===== src/rtl/wb_initiator.sv =====
// Wishbone B4 pipelined initiator: turns one client command into one single-beat bus transaction.
// Optional watchdog abort is compiled in when WB_TIMEOUT_EN is defined.
`timescale 1ns/1ps
module wb_initiator #(
    parameter int DATA_WIDTH     = 8,
    parameter int ADDR_WIDTH     = 17,
    parameter int TIMEOUT_CYCLES = 64
) (
    input  logic                  wb_clock_i,
    input  logic                  wb_reset_i,
    input  logic                  cmd_valid_i,
    output logic                  cmd_ready_o,
    input  logic                  cmd_we_i,
    input  logic [ADDR_WIDTH-1:0] cmd_addr_i,
    input  logic [DATA_WIDTH-1:0] cmd_data_i,
    output logic                  rsp_valid_o,
    input  logic                  rsp_ready_i,
    output logic [DATA_WIDTH-1:0] rsp_data_o,
    output logic                  rsp_err_o,
    output logic                  wb_cycle_o,
    output logic                  wb_strobe_o,
    output logic                  wb_we_o,
    output logic [ADDR_WIDTH-1:0] wb_addr_o,
    output logic [DATA_WIDTH-1:0] wb_data_o,
    input  logic [DATA_WIDTH-1:0] wb_data_i,
    input  logic                  wb_stall_i,
    input  logic                  wb_ack_i
);

    typedef enum logic [1:0] {
        ST_IDLE     = 2'd0,
        ST_STROBE   = 2'd1,
        ST_WAIT_ACK = 2'd2,
        ST_RESPOND  = 2'd3
    } state_t;

    state_t                state_q, state_d;
    logic                  cmd_ready_q, cmd_ready_d;
    logic                  rsp_valid_q, rsp_valid_d;
    logic [DATA_WIDTH-1:0] rsp_data_q, rsp_data_d;
    logic                  cyc_q, cyc_d;
    logic                  stb_q, stb_d;
    logic                  we_q, we_d;
    logic [ADDR_WIDTH-1:0] addr_q, addr_d;
    logic [DATA_WIDTH-1:0] data_q, data_d;
    logic                  done_ok, done_to;
    logic                  timeout_hit;

`ifdef WB_TIMEOUT_EN
    localparam int CNT_W = $clog2(TIMEOUT_CYCLES);
    localparam logic [CNT_W-1:0] CNT_LIMIT = CNT_W'(TIMEOUT_CYCLES - 1);

    logic [CNT_W-1:0] cnt_q, cnt_d;
    logic             rsp_err_q, rsp_err_d;

    assign timeout_hit = (cnt_q == CNT_LIMIT);
    assign rsp_err_o   = rsp_err_q;
`else
    logic unused_timeout_cfg;

    assign unused_timeout_cfg = (TIMEOUT_CYCLES >= 2);
    assign timeout_hit        = 1'b0;
    assign rsp_err_o          = 1'b0;
`endif

    always_comb begin
        state_d     = state_q;
        cmd_ready_d = cmd_ready_q;
        rsp_valid_d = rsp_valid_q;
        rsp_data_d  = rsp_data_q;
        cyc_d       = cyc_q;
        stb_d       = stb_q;
        we_d        = we_q;
        addr_d      = addr_q;
        data_d      = data_q;
        done_ok     = 1'b0;
        done_to     = 1'b0;
`ifdef WB_TIMEOUT_EN
        cnt_d       = cnt_q;
        rsp_err_d   = rsp_err_q;
`endif
        unique case (state_q)
            ST_IDLE: begin
                cmd_ready_d = 1'b1;
                if (cmd_valid_i && cmd_ready_q) begin
                    we_d        = cmd_we_i;
                    addr_d      = cmd_addr_i;
                    data_d      = cmd_data_i;
                    cyc_d       = 1'b1;
                    stb_d       = 1'b1;
                    cmd_ready_d = 1'b0;
                    state_d     = ST_STROBE;
`ifdef WB_TIMEOUT_EN
                    cnt_d       = '0;
`endif
                end
            end
            ST_STROBE: begin
`ifdef WB_TIMEOUT_EN
                cnt_d = cnt_q + CNT_W'(1);
`endif
                // An ack on the accepting edge completes the transfer; ack beats the watchdog.
                if (!wb_stall_i && wb_ack_i) begin
                    done_ok = 1'b1;
                end else if (timeout_hit) begin
                    done_to = 1'b1;
                end else if (!wb_stall_i) begin
                    stb_d   = 1'b0;
                    state_d = ST_WAIT_ACK;
                end
            end
            ST_WAIT_ACK: begin
`ifdef WB_TIMEOUT_EN
                cnt_d = cnt_q + CNT_W'(1);
`endif
                if (wb_ack_i) begin
                    done_ok = 1'b1;
                end else if (timeout_hit) begin
                    done_to = 1'b1;
                end
            end
            ST_RESPOND: begin
                if (rsp_ready_i) begin
                    rsp_valid_d = 1'b0;
                    cmd_ready_d = 1'b1;
                    state_d     = ST_IDLE;
                end
            end
            default: state_d = ST_IDLE;
        endcase

        if (done_ok || done_to) begin
            cyc_d       = 1'b0;
            stb_d       = 1'b0;
            we_d        = 1'b0;
            rsp_valid_d = 1'b1;
            rsp_data_d  = (done_to || we_q) ? '0 : wb_data_i;
            state_d     = ST_RESPOND;
`ifdef WB_TIMEOUT_EN
            rsp_err_d   = done_to;
`endif
        end
    end

    always_ff @(posedge wb_clock_i or negedge wb_reset_i) begin
        if (!wb_reset_i) begin
            state_q     <= ST_IDLE;
            cmd_ready_q <= 1'b0;
            rsp_valid_q <= 1'b0;
            rsp_data_q  <= '0;
            cyc_q       <= 1'b0;
            stb_q       <= 1'b0;
            we_q        <= 1'b0;
            addr_q      <= '0;
            data_q      <= '0;
`ifdef WB_TIMEOUT_EN
            cnt_q       <= '0;
            rsp_err_q   <= 1'b0;
`endif
        end else begin
            state_q     <= state_d;
            cmd_ready_q <= cmd_ready_d;
            rsp_valid_q <= rsp_valid_d;
            rsp_data_q  <= rsp_data_d;
            cyc_q       <= cyc_d;
            stb_q       <= stb_d;
            we_q        <= we_d;
            addr_q      <= addr_d;
            data_q      <= data_d;
`ifdef WB_TIMEOUT_EN
            cnt_q       <= cnt_d;
            rsp_err_q   <= rsp_err_d;
`endif
        end
    end

    assign cmd_ready_o = cmd_ready_q;
    assign rsp_valid_o = rsp_valid_q;
    assign rsp_data_o  = rsp_data_q;
    assign wb_cycle_o  = cyc_q;
    assign wb_strobe_o = stb_q;
    assign wb_we_o     = we_q;
    assign wb_addr_o   = addr_q;
    assign wb_data_o   = data_q;

endmodule

===== config.mk =====
export PLATFORM = sky130hd
export DESIGN_NAME = wb_initiator
export DESIGN_NICKNAME = d
export VERILOG_FILES = /design/src/rtl/wb_initiator.sv
export SDC_FILE = /design/constraint.sdc
export NUM_CORES = 1
export LEC_CHECK = 0
export BUFFER_PORTS_ARGS = -buffer_cell sky130_fd_sc_hd__buf_2
export CORE_ASPECT_RATIO = 1.2
export CORE_MARGIN = 2
export CORE_UTILIZATION = 46
export DETAILED_ROUTE_END_ITERATION = 16
export PLACE_DENSITY = 0.79
export SLEW_MARGIN = 25
export SYNTH_ARGS = -nofsm -noshare
export SYNTH_HDL_FRONTEND = slang
export SYNTH_SLANG_ARGS = --single-unit

===== constraint.sdc =====
create_clock -name wb_clock_i -period 2.14 [get_ports wb_clock_i]
set_clock_uncertainty 0.05 [all_clocks]
set_input_delay 0.107 -clock wb_clock_i [delete_from_list [all_inputs] [get_ports wb_clock_i]]
set_output_delay 0.107 -clock wb_clock_i [all_outputs]
set_load 0.1 [all_outputs]

---- Yosys cells after proc, flatten, opt, wreduce, memory -nomap -nowiden ----
Index checks and enable logic that the tools add are counted.
Widths: inputs -> output; s select.
word-level totals
  logic and storage cells ................. 60
  input port bits ......................... 40
  flip-flop bits (word level) ............. 40
cells by class
  multiplexer cells ....................... 26
  reductions and logical operators ........ 17
  equal/unequal tests ..................... 8
operator list
  operator            count
  $mux 1              16
  $ne 3x3->1 const B  4
  $mux 2              5
  $reduce_bool 2->1   5
  $mux 8              1
  $reduce_and 2->1    4
  $pmux 1 s2          3
  $pmux 2 s3          1
  $reduce_and 5->1    1
  $eq 2x2->1 const B  2
  $reduce_and 4->1    1
  $reduce_bool 4->1   1
  $reduce_bool 3->1   1
  $eq 2x1->1 const B  1
  $logic_and 1x1->1   2
  $logic_not 2->1     1
  $ne 2x2->1 const B  1
  $logic_not 1->1     1

---- Logic depth before layout (Yosys ltp) ----
  word-level depth ........................ 6
  mapped depth ............................ 6
  depth with buffers taken out ............ 5

---- Least setup slack after synthesis ----
OpenSTA, ideal clock, no wires.
  path type ............................... reg-to-reg
  start ................................... reg cmd_ready_q, in the netlist cmd_ready_o
  end ..................................... reg addr_q[10], in the netlist wb_addr_o[10]
  data arrival time ....................... 1,852 ps
  clock period less this slack ............ 2,028 ps
  buffers on the path ..................... 1
  path slack .............................. 112 ps
  stages on the path, launching flop included .. 4
  setup time .............................. 126 ps
  cell sequence ........................... dfrtp_1 > nand3_2 > buf_2 > mux2_2
between the ends
  cells in the longest elaborated chain, start to end .. 2
ends and longest elaborated chain
  what                               RTL line  source
  start, declared                    38        logic cmd_ready_q, cmd_ready_d;
  start signal, assigned             162       cmd_ready_q <= cmd_ready_d;
  $logic_and 1x1->1                  85        if (cmd_valid_i && cmd_ready_q) begin
  $reduce_and 2->1 (no source line)  n/a
  end signal, assigned               168       addr_q <= addr_d;
  end, declared                      44        logic [ADDR_WIDTH-1:0] addr_q, addr_d;
Every way passes these cells.
A chain may end at the register's enable or synchronous reset.

---- Worst setup path after layout ----
  start ................................... reg state_q[1]
  end ..................................... reg data_q[7], in the netlist wb_data_o[7]
between the ends
  cells in the longest elaborated chain, start to end .. 2
ends and longest elaborated chain
  what                               RTL line  source
  start, declared                    37        state_t state_q, state_d;
  start signal, assigned             161       state_q <= state_d;
  $logic_not 2->1                    82        unique case (state_q)
  $reduce_and 2->1 (no source line)  n/a
  end signal, assigned               169       data_q <= data_d;
  end, declared                      45        logic [DATA_WIDTH-1:0] data_q, data_d;
Every way passes these cells.

==> metrics.md <==
| Metric | Value |
|---|---|
| Status | complete, no violations |
| WL per Instance | 15.1 um |
| Total routed wirelength | 3720 um |
| Row count | 24 |
| Fin crit share | 92.0% |
| Layout area overhead | 34.8% |
| Vias in the first global route | 1288 |
| Clock Sink Count | 40 |
| Total of warnings raised by yosys | 0 |
| CTS root buf | clkbuf_8 |
| Pins Over Slew Limit | 0 |
| Crit path time final | 1970 ps |
| Post-synth EDFFs | 0 |
| Iter 0 DRT Violations | 25 |
| Setup CP Type | reg -> reg |
| Most common cell in the netlist | dfrtp_1 |
| Grt total ovfl | 0 |
| Arrival @ worst endpoint | 2080 ps |
| Via/cell ratio | 5.11 |
| Asr flop ratio synth | 100% |
| TritonCTS buffer count | 5 |
| DR DRC count | 0 |
| Cell Area, Synth | 0.00171 mm2 |
| Full die area | 0.00422 mm2 |
| Largest net degree at the start of global routing | 41 |
| Synth area leaders | dfrtp_1 (59%), mux2_2 (19%), mux2_4 (3.5%), ha_1 (2.9%), nor2b_1 (2.9%) |
| Final #Nets | 251 |
| Distinct cells, synth | 29 |
| Min-delay src | cmd_addr_i[0] |
| Die X | 59.6 um |
| RSZ-0062 raised after global routing | no |
| Gpl congestion | 0.761 |
| Area leader, netlist | dfrtp_1 |
| Headroom to the max-slew limit | 42.0% |
| PortBufs | 77 |
| Max Cap Viol | 0 |
| Fmax | 508 MHz |
| Drt pass-1 iters | 4 |
| Reg2Reg Depth | 4 |
| Core Box Area | 0.00360 mm2 |
| Synth top area share | 58.7% |
| Htree depth | 2 |
| Starting Density | 47.4% |
| Setup Viol. Count Final | 0 |
| Clock Latency Late Sink | 270 ps |
| GRT Total Usage | 18.1% |
| Syn Inst Count | 116 |
| Hold Path Class | in -> reg |
| Worst Setup End Kind | register |
| Critical path required time | 2250 ps |
| Final HPWL DP | 2640 um |
| Synth Flop Type | dfrtp_1 |
| Reg clk slew, reported paths | 70 ps |
| Critical R2R Capture | wb_data_o[7] |
| Final setup TNS | 0 ps |
| Mapped Nets | 160 |
| Layout cells sized above 1 | 58.5% |
| R2r startpoint | state_q[1] |
| Hold Path Sink | wb_addr_o[0] |
| First-pass GRT wire length | 5760 um |
| Final hold violation count | 0 |
| Post-route ant nets | 0 |
| Initial antenna violation count | 0 |
| CTS resizes | 0 |
| Hold path cells | 2 |
| Chip Height | 70.7 um |
| Top post-synthesis cells by count | dfrtp_1 (40), mux2_2 (29), nor2b_1 (8) |
| FF+latch count, synth | 40 |
| IO Pins | 79 |
| Vias | 1256 |
| Critical path startpoint category | register |
| Critical Path Fanout Max | 28 |
| Avg Cell Area, Syn | 14.7 um2 |
| CTS max path bufs | 2 |
| Actual slew at the worst max-slew pin | 870 ps |
| CTS tree | done |
| R2r setup slk | 170 ps |
| ANT cells | 0 |
| Sequential area share after synthesis | 58.7% |
## worst max-delay path, stage by stage (launching register included)
cell	delay, ps
dfrtp_1	410
inv_1	110
ha_1	220
nand3_2	540
mux2_2	500
## layout make-up
cell class              instances  area (um2)
clock inverters                 1        5.00
inverters                       4        15.0
well taps                      39        48.8
clock buffers                   6        72.6
fillers                       313        1300
multi-input cells              68         662
flip-flops and latches         40        1000
repair buffers                 88         495
## logic make-up after synthesis
group	after synthesis	synth area share, %
simple gates	15	5.79
buf+inv	8	2.57
mux	34	23.2
flops	40	58.7
fa+ha+maj	4	2.93
other cells	1	0.220
compound gates	14	6.60
## cells in the final DEF, fill, tap and decap left out, drive strengths merged
cell and count:
dlygate4sd3 11, nor2 1, a21bo 1, nand3 1
mux2i 1, ha 4, dfrtp 40, buf 77
nor3 1, a31oi 1, nand2b 1, a41oi 1
a221o 1, conb 1, nor2b 9, o21ai 4
nand2 1, clkbuf 6, inv 4, a211oi 1
o2111ai 1, mux2 33, and2 1, a21oi 1
clkinv 1, o211a 1, a311o 1, a21o 1
## per-layer routing
metal	part of all wire [%]	track usage [%]	up-vias	wire (um)
met5	0	0	-	0
met4	1.3	7.16	0	48
met3	3.7	5.67	6	139
met2	57	31.7	43	2130
met1	38	20.0	619	1410
li1	-	-	588	-
## sequential cells by signal, indices dropped and copies added (netlist names)
register	cells
wb_we_o	1
state_q	2
wb_strobe_o	1
rsp_data_o	8
cmd_ready_o	1
wb_cycle_o	1
wb_data_o	8
rsp_valid_o	1
wb_addr_o	17
## per-stage QoR
step	hold WS (ps)	util, %	cell area [um2]	cells	setup slack, ps
after floorplan	-239	-	1710	116	112
after global placement	192	58.6	2110	228	280
after detailed placement	216	58.6	2110	228	164
after CTS	0.307	61.3	2210	237	139
after global routing	0.949	63.8	2300	246	2.24
final	12.2	63.8	2300	246	172
## timing repair
item,CTS,global route
buffers inserted,0,0
endpoints found under the hold margin,41,9
hold buffers,2,9
## worst max path at each step
| stage | end | startpoint | depth (start not counted) |
|---|---|---|---|
| global route | wb_data_o[3] | state_q[1] | 4 |
| global placement | wb_addr_o[6] | state_q[0] | 4 |
| floorplan | wb_addr_o[10] | cmd_ready_o | 3 |
| CTS | wb_data_o[6] | state_q[1] | 4 |
| detailed placement | wb_data_o[7] | state_q[1] | 4 |
| finish | wb_data_o[7] | state_q[1] | 4 |
Power is left out: the tool's default activity adds up to more than one toggle a clock period on the data nets, which glitch-free logic cannot reach.
